File: src/rtl/div_ctrl_pkg.sv
// -----------------------------------------------------------------------------
// div_ctrl_pkg
// Shared definitions for the divide controller and its iterative divider.
//   DATA_W      : operand / result width
//   DIV_LATENCY : cycles from the divider start pulse to its complete pulse
//   CNT_W       : width of the iteration / latency counters
//   state_e     : controller FSM encoding
//   cond_neg()  : two's-complement negate when the select bit is set
// -----------------------------------------------------------------------------
package div_ctrl_pkg;

   localparam int DATA_W      = 32;
   localparam int DIV_LATENCY = 33;
   localparam int CNT_W       = 6;

   typedef enum logic [2:0] {
      ST_IDLE  = 3'd0,
      ST_ISSUE = 3'd1,
      ST_BUSY  = 3'd2,
      ST_DRAIN = 3'd3,
      ST_DONE  = 3'd4
   } state_e;

   function automatic logic [DATA_W-1:0] cond_neg(input logic          i_neg,
                                                  input logic [DATA_W-1:0] i_val);
      return i_neg ? (~i_val + 1'b1) : i_val;
   endfunction

endpackage

File: src/rtl/div_ctrl_if.sv
// -----------------------------------------------------------------------------
// div_ctrl_if
// Request / response bundle of the divide controller.
//   req_valid, req_ready, req_signed, req_x, req_y : request channel
//   cancel                                         : pipeline flush
//   resp_valid, resp_ready, resp_q, resp_r         : response channel
//   busy                                           : controller not idle
// Modports: master (requester side), slave (div_ctrl side).
//
// Handshake semantics (both channels): a transfer happens on a rising edge
// where valid and ready are both high. The source holds valid and its payload
// stable until that edge; the sink may raise or drop ready at any time, and
// ready never depends on valid.
// -----------------------------------------------------------------------------
interface div_ctrl_if;
   import div_ctrl_pkg::*;

   logic              req_valid;
   logic              req_ready;
   logic              req_signed;
   logic [DATA_W-1:0] req_x;
   logic [DATA_W-1:0] req_y;
   logic              cancel;
   logic              resp_valid;
   logic              resp_ready;
   logic [DATA_W-1:0] resp_q;
   logic [DATA_W-1:0] resp_r;
   logic              busy;

   modport master (
      output req_valid, req_signed, req_x, req_y, cancel, resp_ready,
      input  req_ready, resp_valid, resp_q, resp_r, busy
   );

   modport slave (
      input  req_valid, req_signed, req_x, req_y, cancel, resp_ready,
      output req_ready, resp_valid, resp_q, resp_r, busy
   );

endinterface

File: src/rtl/div_ctrl_div.sv
// -----------------------------------------------------------------------------
// div
// Iterative restoring divider, one quotient bit per cycle.
//   i_clk, i_rst_n : clock, synchronous active-low reset
//   i_div          : start pulse, samples operand magnitudes
//   i_signed       : 1 = signed operands
//   i_x, i_y       : dividend, divisor (must stay stable until complete)
//   o_complete     : one-cycle pulse, DIV_LATENCY cycles after the start pulse
//   o_s, o_r       : quotient and remainder, valid while o_complete is high
// Sign correction is applied combinationally from the live i_x/i_y/i_signed.
// Divide by zero yields quotient all-ones and remainder equal to the dividend.
// -----------------------------------------------------------------------------
module div
   import div_ctrl_pkg::*;
(
   input  logic              i_clk,
   input  logic              i_rst_n,
   input  logic              i_div,
   input  logic              i_signed,
   input  logic [DATA_W-1:0] i_x,
   input  logic [DATA_W-1:0] i_y,
   output logic              o_complete,
   output logic [DATA_W-1:0] o_s,
   output logic [DATA_W-1:0] o_r
);

   logic              r_active;
   logic [CNT_W-1:0]  r_cnt;
   logic [DATA_W-1:0] r_quo;
   logic [DATA_W-1:0] r_rem;
   logic [DATA_W-1:0] r_dvs;

   logic              w_x_neg;
   logic              w_y_neg;
   logic              w_q_neg;
   logic [DATA_W-1:0] w_x_mag;
   logic [DATA_W-1:0] w_y_mag;
   logic [DATA_W:0]   w_rem_sh;
   logic [DATA_W:0]   w_diff;
   logic              w_ge;

   assign w_x_neg = i_signed & i_x[DATA_W-1];
   assign w_y_neg = i_signed & i_y[DATA_W-1];
   assign w_x_mag = cond_neg(w_x_neg, i_x);
   assign w_y_mag = cond_neg(w_y_neg, i_y);

   // Shift the next dividend bit into the partial remainder and try a subtract;
   // the borrow bit of the wide difference tells whether it fits.
   assign w_rem_sh = {r_rem, r_quo[DATA_W-1]};
   assign w_diff   = w_rem_sh - {1'b0, r_dvs};
   assign w_ge     = ~w_diff[DATA_W];

   // Zero divisor keeps the raw all-ones quotient regardless of signs.
   assign w_q_neg    = (w_x_neg ^ w_y_neg) & (i_y != '0);
   assign o_complete = r_active & (r_cnt == '0);
   assign o_s        = cond_neg(w_q_neg, r_quo);
   assign o_r        = cond_neg(w_x_neg, r_rem);

   always_ff @(posedge i_clk) begin
      if (!i_rst_n) begin
         r_active <= 1'b0;
         r_cnt    <= '0;
         r_quo    <= '0;
         r_rem    <= '0;
         r_dvs    <= '0;
      end else if (i_div) begin
         r_active <= 1'b1;
         r_cnt    <= CNT_W'(DATA_W);
         r_quo    <= w_x_mag;
         r_rem    <= '0;
         r_dvs    <= w_y_mag;
      end else if (r_active) begin
         if (r_cnt != '0) begin
            r_cnt <= r_cnt - 1'b1;
            r_quo <= {r_quo[DATA_W-2:0], w_ge};
            r_rem <= w_ge ? w_diff[DATA_W-1:0] : w_rem_sh[DATA_W-1:0];
         end else begin
            // complete was high this cycle; retire the operation
            r_active <= 1'b0;
         end
      end
   end

endmodule

File: src/rtl/div_ctrl.sv
// -----------------------------------------------------------------------------
// div_ctrl
// Controller that sequences one divide at a time through the iterative
// divider, with flush support and a held response.
//   div_clk     : clock
//   resetn      : asynchronous active-low reset
//   bus         : div_ctrl_if.slave request/response bundle
//   o_dbg_state : current FSM state, for observation only
// Optional feature macro: DIV_CTRL_ZERO_BYPASS_EN -- a zero divisor skips the
// divider and answers in the cycle after acceptance with q=all-ones, r=x.
// -----------------------------------------------------------------------------
module div_ctrl
   import div_ctrl_pkg::*;
(
   input  logic       div_clk,
   input  logic       resetn,
   div_ctrl_if.slave  bus,
   output state_e     o_dbg_state
);

   state_e            r_state;
   state_e            w_state_nxt;
   logic [DATA_W-1:0] r_x;
   logic [DATA_W-1:0] r_y;
   logic              r_signed;
   logic [DATA_W-1:0] r_q;
   logic [DATA_W-1:0] r_r;
   logic [CNT_W-1:0]  r_chk_cnt;

   logic              w_req_ready;
   logic              w_accept;
   logic              w_div_start;
   logic              w_capture;
   logic              w_bypass;
   logic              w_div_complete;
   logic [DATA_W-1:0] w_div_s;
   logic [DATA_W-1:0] w_div_r;

   // Operands come from registers so the divider's combinational sign
   // correction sees stable values for the whole operation.
   div u_div (
      .i_clk      (div_clk),
      .i_rst_n    (resetn),
      .i_div      (w_div_start),
      .i_signed   (r_signed),
      .i_x        (r_x),
      .i_y        (r_y),
      .o_complete (w_div_complete),
      .o_s        (w_div_s),
      .o_r        (w_div_r)
   );

   always_comb begin
      w_state_nxt = r_state;
      w_div_start = 1'b0;
      w_capture   = 1'b0;
      w_bypass    = 1'b0;
      w_req_ready = (r_state == ST_IDLE) & ~bus.cancel;
      w_accept    = bus.req_valid & w_req_ready;

      case (r_state)
         ST_IDLE: begin
            if (w_accept) begin
`ifdef DIV_CTRL_ZERO_BYPASS_EN
               if (bus.req_y == '0) begin
                  w_bypass    = 1'b1;
                  w_state_nxt = ST_DONE;
               end else begin
                  w_state_nxt = ST_ISSUE;
               end
`else
               w_state_nxt = ST_ISSUE;
`endif
            end
         end
         ST_ISSUE: begin
            // The start pulse goes out even when cancelled so the divider
            // always runs its full count and DRAIN can wait for it.
            w_div_start = 1'b1;
            w_state_nxt = bus.cancel ? ST_DRAIN : ST_BUSY;
         end
         ST_BUSY: begin
            if (bus.cancel) begin
               w_state_nxt = w_div_complete ? ST_IDLE : ST_DRAIN;
            end else if (w_div_complete) begin
               w_capture   = 1'b1;
               w_state_nxt = ST_DONE;
            end
         end
         ST_DRAIN: begin
            if (w_div_complete) w_state_nxt = ST_IDLE;
         end
         ST_DONE: begin
            // cancel and resp_ready both leave DONE; cancel simply drops it
            if (bus.cancel || bus.resp_ready) w_state_nxt = ST_IDLE;
         end
         default: w_state_nxt = ST_IDLE;
      endcase
   end

   always_ff @(posedge div_clk or negedge resetn) begin
      if (!resetn) begin
         r_state   <= ST_IDLE;
         r_x       <= '0;
         r_y       <= '0;
         r_signed  <= 1'b0;
         r_q       <= '0;
         r_r       <= '0;
         r_chk_cnt <= '0;
      end else begin
         r_state <= w_state_nxt;
         if (w_accept) begin
            r_x      <= bus.req_x;
            r_y      <= bus.req_y;
            r_signed <= bus.req_signed;
         end
         if (w_capture) begin
            r_q <= w_div_s;
            r_r <= w_div_r;
         end else if (w_bypass) begin
            r_q <= '1;
            r_r <= bus.req_x;
         end
         // Counts down from the start pulse; complete must coincide with 1.
         if (w_div_start) begin
            r_chk_cnt <= CNT_W'(DIV_LATENCY);
         end else if (r_chk_cnt != '0) begin
            r_chk_cnt <= r_chk_cnt - 1'b1;
         end
      end
   end

   assign bus.req_ready  = w_req_ready;
   assign bus.resp_valid = (r_state == ST_DONE);
   assign bus.busy       = (r_state != ST_IDLE);
   assign bus.resp_q     = r_q;
   assign bus.resp_r     = r_r;
   assign o_dbg_state    = r_state;

   a_complete_timing: assert property (
      @(posedge div_clk) disable iff (!resetn)
         w_div_complete == (r_chk_cnt == CNT_W'(1))
   );

   a_complete_state: assert property (
      @(posedge div_clk) disable iff (!resetn)
         w_div_complete |-> (r_state == ST_BUSY || r_state == ST_DRAIN)
   );

endmodule
File: src/flat_wrapper.sv
// flat-port wrapper written by rule: the top's interface ports become plain ports
module div_ctrl_flat import div_ctrl_pkg::*;
  (div_clk, resetn, o_dbg_state, bus_req_valid, bus_req_signed, bus_req_x, bus_req_y, bus_cancel, bus_resp_ready, bus_req_ready, bus_resp_valid, bus_resp_q, bus_resp_r, bus_busy);
  div_ctrl_if bus_i ();
  input  logic div_clk;
  input  logic resetn;
  output state_e o_dbg_state;
  input wire logic [$bits(bus_i.req_valid)-1:0] bus_req_valid;
  input wire logic [$bits(bus_i.req_signed)-1:0] bus_req_signed;
  input wire logic [$bits(bus_i.req_x)-1:0] bus_req_x;
  input wire logic [$bits(bus_i.req_y)-1:0] bus_req_y;
  input wire logic [$bits(bus_i.cancel)-1:0] bus_cancel;
  input wire logic [$bits(bus_i.resp_ready)-1:0] bus_resp_ready;
  output wire logic [$bits(bus_i.req_ready)-1:0] bus_req_ready;
  output wire logic [$bits(bus_i.resp_valid)-1:0] bus_resp_valid;
  output wire logic [$bits(bus_i.resp_q)-1:0] bus_resp_q;
  output wire logic [$bits(bus_i.resp_r)-1:0] bus_resp_r;
  output wire logic [$bits(bus_i.busy)-1:0] bus_busy;
  assign bus_i.req_valid = bus_req_valid;
  assign bus_i.req_signed = bus_req_signed;
  assign bus_i.req_x = bus_req_x;
  assign bus_i.req_y = bus_req_y;
  assign bus_i.cancel = bus_cancel;
  assign bus_i.resp_ready = bus_resp_ready;
  assign bus_req_ready = bus_i.req_ready;
  assign bus_resp_valid = bus_i.resp_valid;
  assign bus_resp_q = bus_i.resp_q;
  assign bus_resp_r = bus_i.resp_r;
  assign bus_busy = bus_i.busy;
  div_ctrl u_core (.div_clk(div_clk), .resetn(resetn), .bus(bus_i), .o_dbg_state(o_dbg_state));
endmodule
File: config.mk
export PLATFORM = sky130hd
export DESIGN_NAME = div_ctrl_flat
export DESIGN_NICKNAME = d
export VERILOG_FILES = /design/src/rtl/div_ctrl_pkg.sv /design/src/rtl/div_ctrl_if.sv /design/src/rtl/div_ctrl_div.sv /design/src/rtl/div_ctrl.sv /design/src/flat_wrapper.sv
export SDC_FILE = /design/constraint.sdc
export NUM_CORES = 1
export LEC_CHECK = 0
export BUFFER_PORTS_ARGS = -buffer_cell sky130_fd_sc_hd__buf_2
export CAP_MARGIN = 20
export CORE_ASPECT_RATIO = 0.5
export CORE_UTILIZATION = 55
export CTS_CLUSTER_SIZE = 14
export DETAILED_ROUTE_END_ITERATION = 8
export PLACE_DENSITY_LB_ADDON = 0.05
export RECOVER_POWER = 50
export SYNTH_ARGS = -nofsm -noshare
export SYNTH_HDL_FRONTEND = slang
export SYNTH_HIERARCHICAL = 1
export SYNTH_SLANG_ARGS = --single-unit
export TNS_END_PERCENT = 10
File: constraint.sdc
create_clock -name div_clk -period 3.92 [get_ports div_clk]
set_clock_uncertainty 0.15 [all_clocks]
set_input_delay 0.588 -clock div_clk [delete_from_list [all_inputs] [get_ports div_clk]]
set_output_delay 0.588 -clock div_clk [all_outputs]
set_load 0.01 [all_outputs]
After elaboration in Yosys (flattened, before gate mapping)
Index checks and enable logic that the tools add are counted.

storage, ports and cells
  flip-flop bits (word level) = 235
  bits in latches = 0
  memory bits (writable) = 0
  bits in read-only memories = 0
  input bits = 70
  output and inout port bits = 70
  memories = 0

cells by class
  $add $sub $neg = 6
  multiply operators = 0
  divide/modulo/power cells = 0
  order comparisons = 0
  equality and inequality tests = 8
  shifts and indexed selects = 0
  mux-type cells = 26
  bitwise gates (word level) = 14
  reduce and logical (&&, ||, !) cells = 12

operators with widths
  kind                                                   count
  2-to-1 mux 32 bit                                      8
  adder 32 x 1 -> 32 bit, second input constant          4
  NOT 32 bit                                             4
  subtractor 33 x 32 -> 33 bit                           1
  nonzero test 32 bit                                    1
  2-to-1 mux 6 bit                                       3
  2-to-1 mux 3 bit                                       5
  one-hot mux 3 bit (5 select lines)                     1
  2-to-1 mux 1 bit                                       8
  bitwise AND 1 bit                                      6
  == test 3 x 2 -> 1 bit, second input constant          2
  zero test 6 bit                                        1
  inequality test 2 x 1 -> 1 bit, second input constant  3
  nonzero test 6 bit                                     1
  subtractor 6 x 1 -> 6 bit, second input constant       1
  AND reduction 2 bit                                    2
  AND reduction 4 bit                                    1
  nonzero test 2 bit                                     2
  == test 3 x 1 -> 1 bit, second input constant          1
  == test 3 bit, second input constant                   1
  zero test 3 bit                                        1
  inequality test 3 x 2 -> 1 bit, second input constant  1
  NOT 1 bit                                              3
  nonzero test 3 bit                                     1
  4 further kinds                                        4

Depth between registers and ports, before layout
Gate-level depths: netlist (run 1).

  depth in word-level cells = 5
  gate-level depth with buffers = 13
  mapped depth without buffers = 11

Modules after synthesis
The synthesis (run 1) kept the hierarchy.

modules (own cells, without submodules)
  module    instances  cells each  area each (µm²)  sequential area each (µm²)
  div       1          1169        8739.6           2062.0
  div_ctrl  1          296         5173.7           3303.2

Worst setup path before layout (run 1)
No wires, ideal clock.

  path kind = register to register
  from = register u_core.u_div.r_quo[2]
  to = register u_core.r_q[26] (netlist: u_core/bus.resp_q[26])
  library setup time = 125 ps
  arrival = 3030 ps
  slack = 615 ps
  cell stages (with the launch flop) = 10
  cells stage by stage = dfxtp_1 > or3_4 > or3b_4 > or3_1 > or4_4 > or3_4 > nand2b_4 > o41ai_4 > xnor2_1 > mux2_4

on the way
  cells in the longest elaborated chain, start to end = 3

ends and longest elaborated chain
  item                    line                source
  start, declared         div_ctrl_div.sv:29  logic [DATA_W-1:0] r_quo;
  start signal, assigned  div_ctrl_div.sv:69  r_quo <= w_x_mag;
  start signal, assigned  div_ctrl_div.sv:75  r_quo <= {r_quo[DATA_W-2:0], w_ge};
  NOT 32 bit              div_ctrl_pkg.sv:26  return i_neg ? (~i_val + 1'b1) : i_val;
  adder 32 x 1 -> 32 bit  div_ctrl_pkg.sv:26
  2-to-1 mux 32 bit       div_ctrl_pkg.sv:26
  via u_core.w_div_s[26]  div_ctrl.sv:36      logic [DATA_W-1:0] w_div_s;
  end signal, assigned    div_ctrl.sv:118     r_q <= w_div_s;
  end, declared           div_ctrl.sv:26      logic [DATA_W-1:0] r_q;

The timed path passes the listed nets, and every way through them passes these cells.
A chain may end at the register's enable or synchronous reset.

Worst setup path after layout (run 1)
  from = register u_core.u_div.r_rem[10]
  to = register u_core.u_div.r_rem[6]

on the way
  cells in the longest elaborated chain, start to end = 2

ends and longest elaborated chain
  item                          line                source
  start, declared               div_ctrl_div.sv:30  logic [DATA_W-1:0] r_rem;
  start signal, assigned        div_ctrl_div.sv:76  r_rem <= w_ge ? w_diff[DATA_W-1:0] : w_rem_sh[DATA_W-1:0];
  subtractor 33 x 32 -> 33 bit  div_ctrl_div.sv:50  assign w_diff = w_rem_sh - {1'b0, r_dvs};
  2-to-1 mux 32 bit             div_ctrl_div.sv:76

No other way between the ends.

==> results of run 1 <==
[cells in the mapped netlist, types with 6 or more instances]
library cell | number | area [sq um]
o211a_1 | 17 | 170
nor3b_1 | 6 | 45.0
o31ai_1 | 23 | 173
or2_2 | 6 | 37.5
a211oi_1 | 18 | 135
mux2_2 | 96 | 1080
o22ai_1 | 21 | 131
nand3_1 | 14 | 70.1
o21a_1 | 10 | 75.1
or3_1 | 8 | 50.1
o21ai_0 | 69 | 345
dfrtp_1 | 132 | 3300
a31oi_1 | 7 | 43.8
nand4_1 | 12 | 75.1
inv_1 | 55 | 206
o41ai_1 | 9 | 78.8
nand2_1 | 135 | 507
and2_1 | 7 | 43.8
nor3_1 | 24 | 120
buf_1 | 7 | 26.3
and3_1 | 13 | 81.3
nor2b_1 | 27 | 169
a21oi_1 | 118 | 591
mux2i_1 | 30 | 300
o211ai_1 | 9 | 67.6
clkbuf_1 | 56 | 210
xor2_1 | 51 | 447
buf_6 | 11 | 124
nand2b_1 | 15 | 93.8
dfxtp_1 | 103 | 2060
a21o_1 | 12 | 90.1
nor4_1 | 20 | 125
mux2_4 | 30 | 450
or4_1 | 10 | 75.1
buf_2 | 6 | 30.0
ha_1 | 37 | 463
xnor2_1 | 95 | 832
nor2_1 | 74 | 278
[timing repair]
action | 4_1_cts | 5_1_grt
hold buffers | 1 | 0
endpoints found under the hold margin | 44 | 0
setup buffers | 0 | 0
resized for setup | 0 | 0
[area by class of cell]
| type | instances | area [sq um] |
|---|---|---|
| tap | 336 | 420 |
| timing repair buffer | 165 | 845 |
| clock buffer | 34 | 657 |
| sequential | 235 | 5370 |
| fill | 2112 | 8880 |
| clock inverter | 7 | 116 |
| inverter | 55 | 206 |
| multi-input combinational | 1091 | 7930 |
[sequential cells by signal, indices dropped and copies added (netlist names)]
| signal | flops |
|---|---|
| u_core/o_dbg_state | 3 |
| u_core/u_div/r_rem | 32 |
| u_core/u_div/r_dvs | 32 |
| u_core/r_signed | 1 |
| u_core/r_x | 32 |
| u_core/bus.resp_q | 32 |
| u_core/r_y | 32 |
| u_core/u_div/r_cnt | 6 |
| u_core/bus.resp_r | 32 |
| u_core/u_div/r_active | 1 |
| u_core/u_div/r_quo | 32 |
[power by group through the flow]
stage | Combinational, uW | Clock [uW] | Sequential (uW)
6_report | 6420 | 2310 | 4040
5_1_grt | 7090 | 2470 | 4170
4_1_cts | 6440 | 2370 | 4030
3_5_place_dp | 6400 | 0 | 4070
3_3_place_gp | 6240 | 0 | 4020
2_1_floorplan | 4940 | 0 | 3870
[critical path, cell delays in order, from the launching register on]
cell      delay [ns]
dfxtp_1         0.51
ha_1            0.36
a21oi_1         0.31
o21ai_0         0.20
a311oi_1        0.38
a21bo_2         0.31
a2111o_1        0.41
o211ai_1        0.22
buf_12          0.29
mux2i_1         0.12
a211oi_1        0.28
[through the flow]
step | cells | util (%)
floorplan | 1465 | -
global placement | 1880 | 60.8
detailed placement | 1881 | 60.9
CTS | 1923 | 64.1
global route | 1923 | 63.6
finish | 1923 | 63.6
[layer usage]
metal	vias to the layer above	GRT usage (%)
met3	42	3.77
met2	303	42.5
met5	-	0
met4	0	5.15
li1	5451	-
met1	5342	38.9
[cell families after synthesis]
family | count (synthesis)
AND/OR/NAND/NOR | 396
AO/OA/AOI/OAI | 352
flip-flops | 235
multiplexers | 159
XOR/XNOR | 146
buffers and inverters | 139
adder cells (fa/ha/maj) | 38
[worst paths after layout]
path	start	endpoint	slack, ns	cells after the start
setup / recovery	u_core/u_div/r_rem[10]$_SDFFE_PP0P_	u_core/u_div/r_rem[6]$_SDFFE_PP0P_	0.28	10
hold / removal	bus_req_y[20]	u_core/r_y[20]$_DFFE_PN0P_	0.13	2
setup reg to reg	u_core/u_div/r_rem[10]$_SDFFE_PP0P_	u_core/u_div/r_rem[6]$_SDFFE_PP0P_	0.28	10
hold reg to reg	u_core/u_div/r_dvs[13]$_SDFFE_PN0P_	u_core/u_div/r_dvs[13]$_SDFFE_PN0P_	0.33	1
max in group asynchronous	resetn	u_core/r_y[27]$_DFFE_PN0P_	1.12	3
min in group asynchronous	resetn	u_core/bus.resp_q[26]$_DFFE_PN0P_	0.40	2
==> results.toml, run 1 <==
[sta]
slew_headroom_pct = -12.4
tightestPinTransition_ns = 1.69
worst_slack_ns = 0.275
fin_hold_ws_ns = 0.132
final.period_utilization_pct = 93.0
tns_ns = 0
layout_min_cycle_time_ns = 3.64
rsz0062_at_grt = "false"
slew_viol_final = 135
setup_violations = 0
fmax_ghz = 0.274
final-hold-violation-count = 0

[floorplanning]
die_y_microns = 114
initial_core_util_pct = 57.0
die_w_microns = 227
core_region_area_sq_um = 24400
die_area_sq_um = 26000
io_pins = 140
std_cell_rows = 40

[placed_design]
place_ws_ns = 0.363
dp_hpwl_microns = 24500
gp_congestion = 0.873
placed_area_sq_um = 14900
io_buffer_count = 139

[pwr]
p_sw_share_pct = 41.5
p_clk_share_pct = 18.1
comb_power_share_pct = 50.3
finalPower_uw = 12800
internal_power_uw = 7470
p_leak_uw = 0.00695
switching_power_uw = 5310
powerDensity_nw_per_um2 = 822
peakVddDrop_mv = 0.418
pwr-share-seq_pct = 31.6

[routing]
dr_wl_met2_microns = 15000
routed.top_layer = "met4"
routed_wl_microns = 34100
drtIter0Drc = 708
ant_nets = 0
drt-pass1-iter-count = 5
wl_met1_microns = 16700
drc = 0
vias = 11100
dr_wl_met3_microns = 1880
wl_per_cell_microns = 17.7
drt-vias-per-instance = 5.79

[cells_and_area]
design_area_sq_um = 15500
mostFrequentLayoutCells = "135 x nand2_1, 132 x dfrtp_1, 118 x a21oi_1"
drive_gt1_share_pct = 17.6
diodes = 0
syn2layout_area_growth_pct = 11.7
final_common_cell = "nand2_1"
nNetsFinal = 1679

[global_route]
grtUsageTotal_pct = 26.7
grt_max_degree = 135
grt_pass1_wl_microns = 55800
antenna_found_initial = 0
grt-ovfl-total = 0
first_global_vias = 10700

[outcome]
status = "complete, but fails checks"
violations = "capacitance limit, slew limit"

[synth]
ys.flop_type = "dfrtp_1"
netlist_instances = 1465
synth_top_family_by_area = "compound AO/OA/AOI/OAI gates"
avgSynthCellArea_sq_um = 9.50
synth-seq-cells = 235
synth-simple-area-share_pct = 14.5
yosys_warnings = 6
yosysSeqAreaShare_pct = 38.6
synth-edff-count = 0
synth-xor-area-share_pct = 9.19
synth.area.mux_share_pct = 13.4
ys_types = 83
synth_nets = 1573
async_flop_share_pct = 56.2
synth_area_sq_um = 13900
synthAdderAreaFrac_pct = 3.47
synth_compound_area_share_pct = 16.3

[setup_path]
worstSetupPathType = "flop to flop"
end_kind = "flop"
required_ns = 4.20
critPathLaunchType = "flop"
cp.arrival_ns = 3.92
cp_max_fo = 37

[clocking]
cts_root_buf = "clkbuf_16"
clk_pin_slew_ns = 0.07
cts_tree = "built"
insertion_delay_ns = 0.54
numCtsBuffers = 23
clk_path_buf_depth = 3
cts_htree_levels = 1
cts.sink_count = 235

[job]
max_cap_violations = 2

[min_path]
hp-class = "input port to flop"
No activity file was read; power rests on OpenSTA's default activity.
==> inputs of run 2 (changes only) <==
--- a/config.mk
+++ b/config.mk
@@ -5,7 +5,7 @@
 export SDC_FILE = /design/constraint.sdc
 export NUM_CORES = 1
 export LEC_CHECK = 0
-export BUFFER_PORTS_ARGS = -buffer_cell sky130_fd_sc_hd__buf_2
+export BUFFER_PORTS_ARGS = -buffer_cell sky130_fd_sc_hd__clkbuf_2
 export CAP_MARGIN = 20
 export CORE_ASPECT_RATIO = 0.5
 export CORE_UTILIZATION = 55
@@ -15,6 +15,5 @@
 export RECOVER_POWER = 50
 export SYNTH_ARGS = -nofsm -noshare
 export SYNTH_HDL_FRONTEND = slang
-export SYNTH_HIERARCHICAL = 1
 export SYNTH_SLANG_ARGS = --single-unit
 export TNS_END_PERCENT = 10
==> results.toml, run 2 <==
[cells_and_area]
diodes = 0
syn2layout_area_growth_pct = 13.2
final_common_cell = "nand2_1"
mostFrequentLayoutCells = "205 x nand2_1, 143 x o21ai_0, 132 x dfrtp_1"
design_area_sq_um = 15100
nNetsFinal = 1711
instances_no_fill = 1925
drive_gt1_share_pct = 14.2

[global_route]
first_global_vias = 10600
grt_max_degree = 93
grtUsageTotal_pct = 27.2
grt-ovfl-total = 0
antenna_found_initial = 0
grt_pass1_wl_microns = 55100

[setup_path]
worstSetupPathType = "flop to flop"
end_kind = "flop"
path_cells = "inv_1 -> ha_1 -> fa_1 -> nand2b_1 -> a21oi_1 -> o41a_1 -> a31oi_2 -> o41ai_2 -> buf_4 -> a221oi_4 -> xnor2_4 -> buf_4 -> mux2i_1 -> a21oi_1"
crit_slowest_cell = "fa_1"
cp.arrival_ns = 3.89
critPathLaunchType = "flop"
cp_max_fo = 13
slowest_delay_ns = 0.40
required_ns = 4.17

[routing]
drtIter0Drc = 803
routed_wl_microns = 33700
wl_per_cell_microns = 17.5
drt-pass1-iter-count = 4
drc = 0
ant_nets = 0
drt-vias-per-instance = 5.77
vias = 11100

[floorplanning]
die_w_microns = 222
std_cell_rows = 39
core_region_area_sq_um = 23300
initial_core_util_pct = 57.3
die_area_sq_um = 24900
die_y_microns = 112
io_pins = 140

[clocking]
numCtsBuffers = 22
clk_path_buf_depth = 3
cts.sink_count = 235
cts_tree = "built"
insertion_delay_ns = 0.53
cts_root_buf = "clkbuf_16"
cts_htree_levels = 1
clk_pin_slew_ns = 0.07

[sta]
rsz0062_at_grt = "false"
tns_ns = 0
setup_violations = 0
slew_headroom_pct = -6.97
final.period_utilization_pct = 92.7
tightestPinTransition_ns = 1.60
fmax_ghz = 0.275
final-hold-violation-count = 0
slew_viol_final = 31
worst_slack_ns = 0.284
layout_min_cycle_time_ns = 3.64

[synth]
synth-edff-count = 0
ys.flop_type = "dfrtp_1"
ys_types = 69
yosys_warnings = 0
yosys-top-cells-area = "dfrtp_1 25%, dfxtp_1 15%, nand2_1 5.8%"
netlist_instances = 1485
synth_area_sq_um = 13300
yosysSeqAreaShare_pct = 40.2
yosysTopAreaCellShare_pct = 24.8
avgSynthCellArea_sq_um = 8.98
synth_nets = 1594
synth.top_cells.by_count = "205 x nand2_1, 143 x o21ai_0, 132 x dfrtp_1"
synth-seq-cells = 235
async_flop_share_pct = 56.2
yosysMostFrequentCell = "nand2_1"
yosysTopAreaCell = "dfrtp_1"

[placed_design]
place_ws_ns = 0.237
dp_hpwl_microns = 24700
gp_congestion = 0.896
placed_area_sq_um = 14400
io_buffer_count = 139
post-place-cells = 1882

[pwr]
finalPower_uw = 5300
p_leak_uw = 0.00718
powerDensity_nw_per_um2 = 352
peakVddDrop_mv = 0.302

[min_path]
hp-class = "input port to flop"

[job]
max_cap_violations = 1

[outcome]
status = "complete, but fails checks"
violations = "capacitance limit, slew limit"
-- run 2: report_power, final --
group          switching, uW  leakage, uW  internal (uW)
clock network            934     0.000355           1280
logic                    269      0.00433            191
registers                109      0.00249           2520
total                   1310      0.00718           3990
-- run 2: critical path, delay by kind of cell, from the launching register on --
family	cells	cell delay, ns
compound gates	6	1.21
fa+ha+maj	2	0.64
buf+inv	3	0.55
flops	1	0.33
mux	1	0.23
xor+xnor	1	0.20
simple gates	1	0.19
-- run 2: kinds of logic (layout without fill, tap and decap cells) --
logic type | after synthesis | count (layout) | share of synthesized area, %
AND/OR/NAND/NOR | 425 | 425 | 14.8
AO/OA/AOI/OAI | 398 | 398 | 19.3
adder cells (fa/ha/maj) | 39 | 39 | 3.72
multiplexers | 101 | 101 | 8.22
flip-flops | 235 | 235 | 40.2
XOR/XNOR | 148 | 148 | 9.78
buffers and inverters | 139 | 272 | 3.98
-- run 2: path summary, 6_finish.rpt --
check | startpoint | end | slack, ns | cells after the start
min in group asynchronous | resetn | u_core.r_x[17]$_DFFE_PN0P_ | 0.75 | 2
setup / recovery | u_core.u_div.r_quo[31]$_SDFFE_PN0P_ | u_core.u_div.r_rem[23]$_SDFFE_PP0P_ | 0.28 | 14
max in group asynchronous | resetn | u_core.bus.resp_q[10]$_DFFE_PN0P_ | 0.76 | 3
hold / removal | bus_req_x[15] | u_core.r_x[15]$_DFFE_PN0P_ | 0.13 | 2
hold reg to reg | u_core.bus.resp_q[12]$_DFFE_PN0P_ | u_core.bus.resp_q[12]$_DFFE_PN0P_ | 0.33 | 2
setup reg to reg | u_core.u_div.r_quo[31]$_SDFFE_PN0P_ | u_core.u_div.r_rem[23]$_SDFFE_PP0P_ | 0.28 | 14
-- run 2: per-layer routing --
metal  GRT usage, %  up-vias  routed length, microns
met5              0        -                       0
met4           5.74        0                     612
met3           4.06       52                    1580
met2           45.1      250                   15500
met1           37.9     5327                   15900
li1               -     5478                       -
-- run 2: area by class of cell --
type	instances	area [sq um]
Inverter	51	191
Fill cell	2075	8190
Tap cell	307	384
Clock inverter	8	124
Clock buffer	32	608
Sequential cell	235	5370
Multi-Input combinational cell	1111	7470
Timing Repair Buffer	181	942
-- run 2: through the flow --
step	hold slack, ns	utilization (%)
after floorplan	0.142	-
after global placement	0.302	62.0
after detailed placement	0.304	62.0
after global routing	0.118	64.8
after CTS	0.119	65.2
final	0.135	64.8
-- run 2: timing repair --
item | in CTS | in global routing
gates resized for setup | 0 | 1
setup endpoints to repair | 0 | 13
hold buffers | 1 | 0
hold endpoints to repair | 14 | 0
buffers inserted | 0 | 2
==> inputs of run 3 (changes only) <==
--- a/config.mk
+++ b/config.mk
@@ -13,6 +13,7 @@
 export DETAILED_ROUTE_END_ITERATION = 8
 export PLACE_DENSITY_LB_ADDON = 0.05
 export RECOVER_POWER = 50
+export REMOVE_ABC_BUFFERS = 1
 export SYNTH_ARGS = -nofsm -noshare
 export SYNTH_HDL_FRONTEND = slang
 export SYNTH_SLANG_ARGS = --single-unit
==> results.toml, run 3 (synthesis gave the netlist of run 2 again) <==
[outcome]
status = "complete, but fails checks"
violations = "capacitance limit, slew limit"

[global_route]
first_global_vias = 10700
antenna_found_initial = 0
grt_max_degree = 99
grtUsageTotal_pct = 27.2
grt-ovfl-total = 0
grt_pass1_wl_microns = 55000

[cells_and_area]
drive_gt1_share_pct = 14.3
syn2layout_area_growth_pct = 13.1
final_common_cell = "nand2_1"
design_area_sq_um = 15100
nNetsFinal = 1714
diodes = 0
mostFrequentLayoutCells = "205 x nand2_1, 143 x o21ai_0, 132 x dfrtp_1"

[sta]
tightestPinTransition_ns = 2.01
setup_violations = 0
slew_viol_final = 67
layout_min_cycle_time_ns = 3.74
fmax_ghz = 0.267
final.period_utilization_pct = 95.4
final-hold-violation-count = 0
slew_headroom_pct = -33.9
rsz0062_at_grt = "false"
worst_slack_ns = 0.180

[pwr]
pwr-share-seq_pct = 50.3
powerDensity_nw_per_um2 = 347
switching_power_uw = 1330
peakVddDrop_mv = 0.305
finalPower_uw = 5230
comb_power_share_pct = 8.8
p_clk_share_pct = 40.9
internal_power_uw = 3900
p_leak_uw = 0.00718
p_sw_share_pct = 25.5

[setup_path]
cp_max_fo = 17
end_kind = "flop"
worstSetupPathType = "flop to flop"
required_ns = 4.18
crit_buf_inv = 4
crit_family = "compound AO/OA/AOI/OAI gates"
slowest_delay_ns = 0.45
critPathLaunchType = "flop"
path_cells = "inv_1 -> ha_1 -> fa_1 -> nand2b_1 -> a21oi_1 -> o41a_1 -> a31oi_1 -> o41ai_2 -> buf_4 -> a221oi_4 -> xnor2_4 -> buf_12 -> buf_4 -> mux2i_1 -> a21oi_1"
crit_slowest_cell = "a221oi_4"
cp.arrival_ns = 4.00

[routing]
drt-pass1-iter-count = 5
ant_nets = 0
drt-vias-per-instance = 5.84
drtIter0Drc = 775
wl_per_cell_microns = 17.6
routed_wl_microns = 33900
drc = 0
vias = 11300

[floorplanning]
die_w_microns = 222
die_area_sq_um = 24900
initial_core_util_pct = 57.3
io_pins = 140
core_region_area_sq_um = 23300
std_cell_rows = 39
die_y_microns = 112

[clocking]
cts.sink_count = 235
clk_path_buf_depth = 3
numCtsBuffers = 22
cts_htree_levels = 1
cts_tree = "built"
cts_root_buf = "clkbuf_16"
post-cts-setup-buffer-count = 0
clk_pin_slew_ns = 0.07
insertion_delay_ns = 0.54

[placed_design]
dp_hpwl_microns = 24600
placed_area_sq_um = 14500
gp_congestion = 0.953
place_ws_ns = 0.237
io_buffer_count = 139

[job]
max_cap_violations = 2

[min_path]
hp-class = "input port to flop"
## run 3: path summary, 6_finish.rpt
path | start | endpoint | slack, ns | cells after the start
setup reg to reg | u_core.u_div.r_quo[31]$_SDFFE_PN0P_ | u_core.u_div.r_rem[12]$_SDFFE_PP0P_ | 0.18 | 15
min in group asynchronous | resetn | u_core.bus.resp_q[11]$_DFFE_PN0P_ | 0.36 | 2
hold / removal | bus_req_x[14] | u_core.r_x[14]$_DFFE_PN0P_ | 0.13 | 2
max in group asynchronous | resetn | u_core.r_y[19]$_DFFE_PN0P_ | 1.02 | 3
hold reg to reg | u_core.bus.resp_r[18]$_DFFE_PN0P_ | u_core.bus.resp_r[18]$_DFFE_PN0P_ | 0.33 | 2
setup / recovery | u_core.u_div.r_quo[31]$_SDFFE_PN0P_ | u_core.u_div.r_rem[12]$_SDFFE_PP0P_ | 0.18 | 15
## run 3: per-stage QoR
step	hold WS (ns)	cells	util, %	TNS, ns
final	0.125	1928	64.8	0
after global routing	0.129	1928	64.8	0
after CTS	0.110	1928	65.2	0
after detailed placement	0.320	1887	62.1	0
after global placement	0.305	1887	62.1	0
after floorplan	0.142	1397	-	-25.05
## run 3: timing repair
action | in CTS | in global routing
resized for setup | 0 | 0
hold buffers | 1 | 0
hold endpoints to repair | 34 | 0
## run 3: routing by layer
metal	vias up	share of wire, %	routed length (microns)	global-route usage, %
met5	-	0	0	0
met4	0	1.8	614	5.93
met3	53	5.7	1920	4.92
met2	304	45	15300	44.4
met1	5386	47	16000	37.7
li1	5512	-	-	-
## run 3: cell type report
| type | count | area (sq um) |
|---|---|---|
| multi-input cells | 1111 | 7460 |
| flip-flops and latches | 235 | 5370 |
| inverters | 51 | 191 |
| well taps | 307 | 384 |
| clock buffers | 38 | 681 |
| clock inverters | 2 | 21.3 |
| repair buffers | 184 | 971 |
| fillers | 1998 | 8200 |
## run 3: power groups by stage
stage                     Clock [uW]  Sequential, uW  Combinational, uW
after global placement             0            2670                467
after global routing            2270            2640                517
after detailed placement           0            2680                479
after CTS                       2170            2630                483
final                           2140            2630                463
after floorplan                    0            2680                238
## run 3: worst reg2reg max path: stages, from the launching register on
cell	delay, ns
dfxtp_1	0.31
inv_1	0.10
ha_1	0.21
fa_1	0.22
nand2b_1	0.15
a21oi_1	0.09
o41a_1	0.42
a31oi_1	0.35
o41ai_2	0.13
buf_4	0.17
a221oi_4	0.45
xnor2_4	0.18
buf_12	0.19
buf_4	0.18
mux2i_1	0.23
a21oi_1	0.09
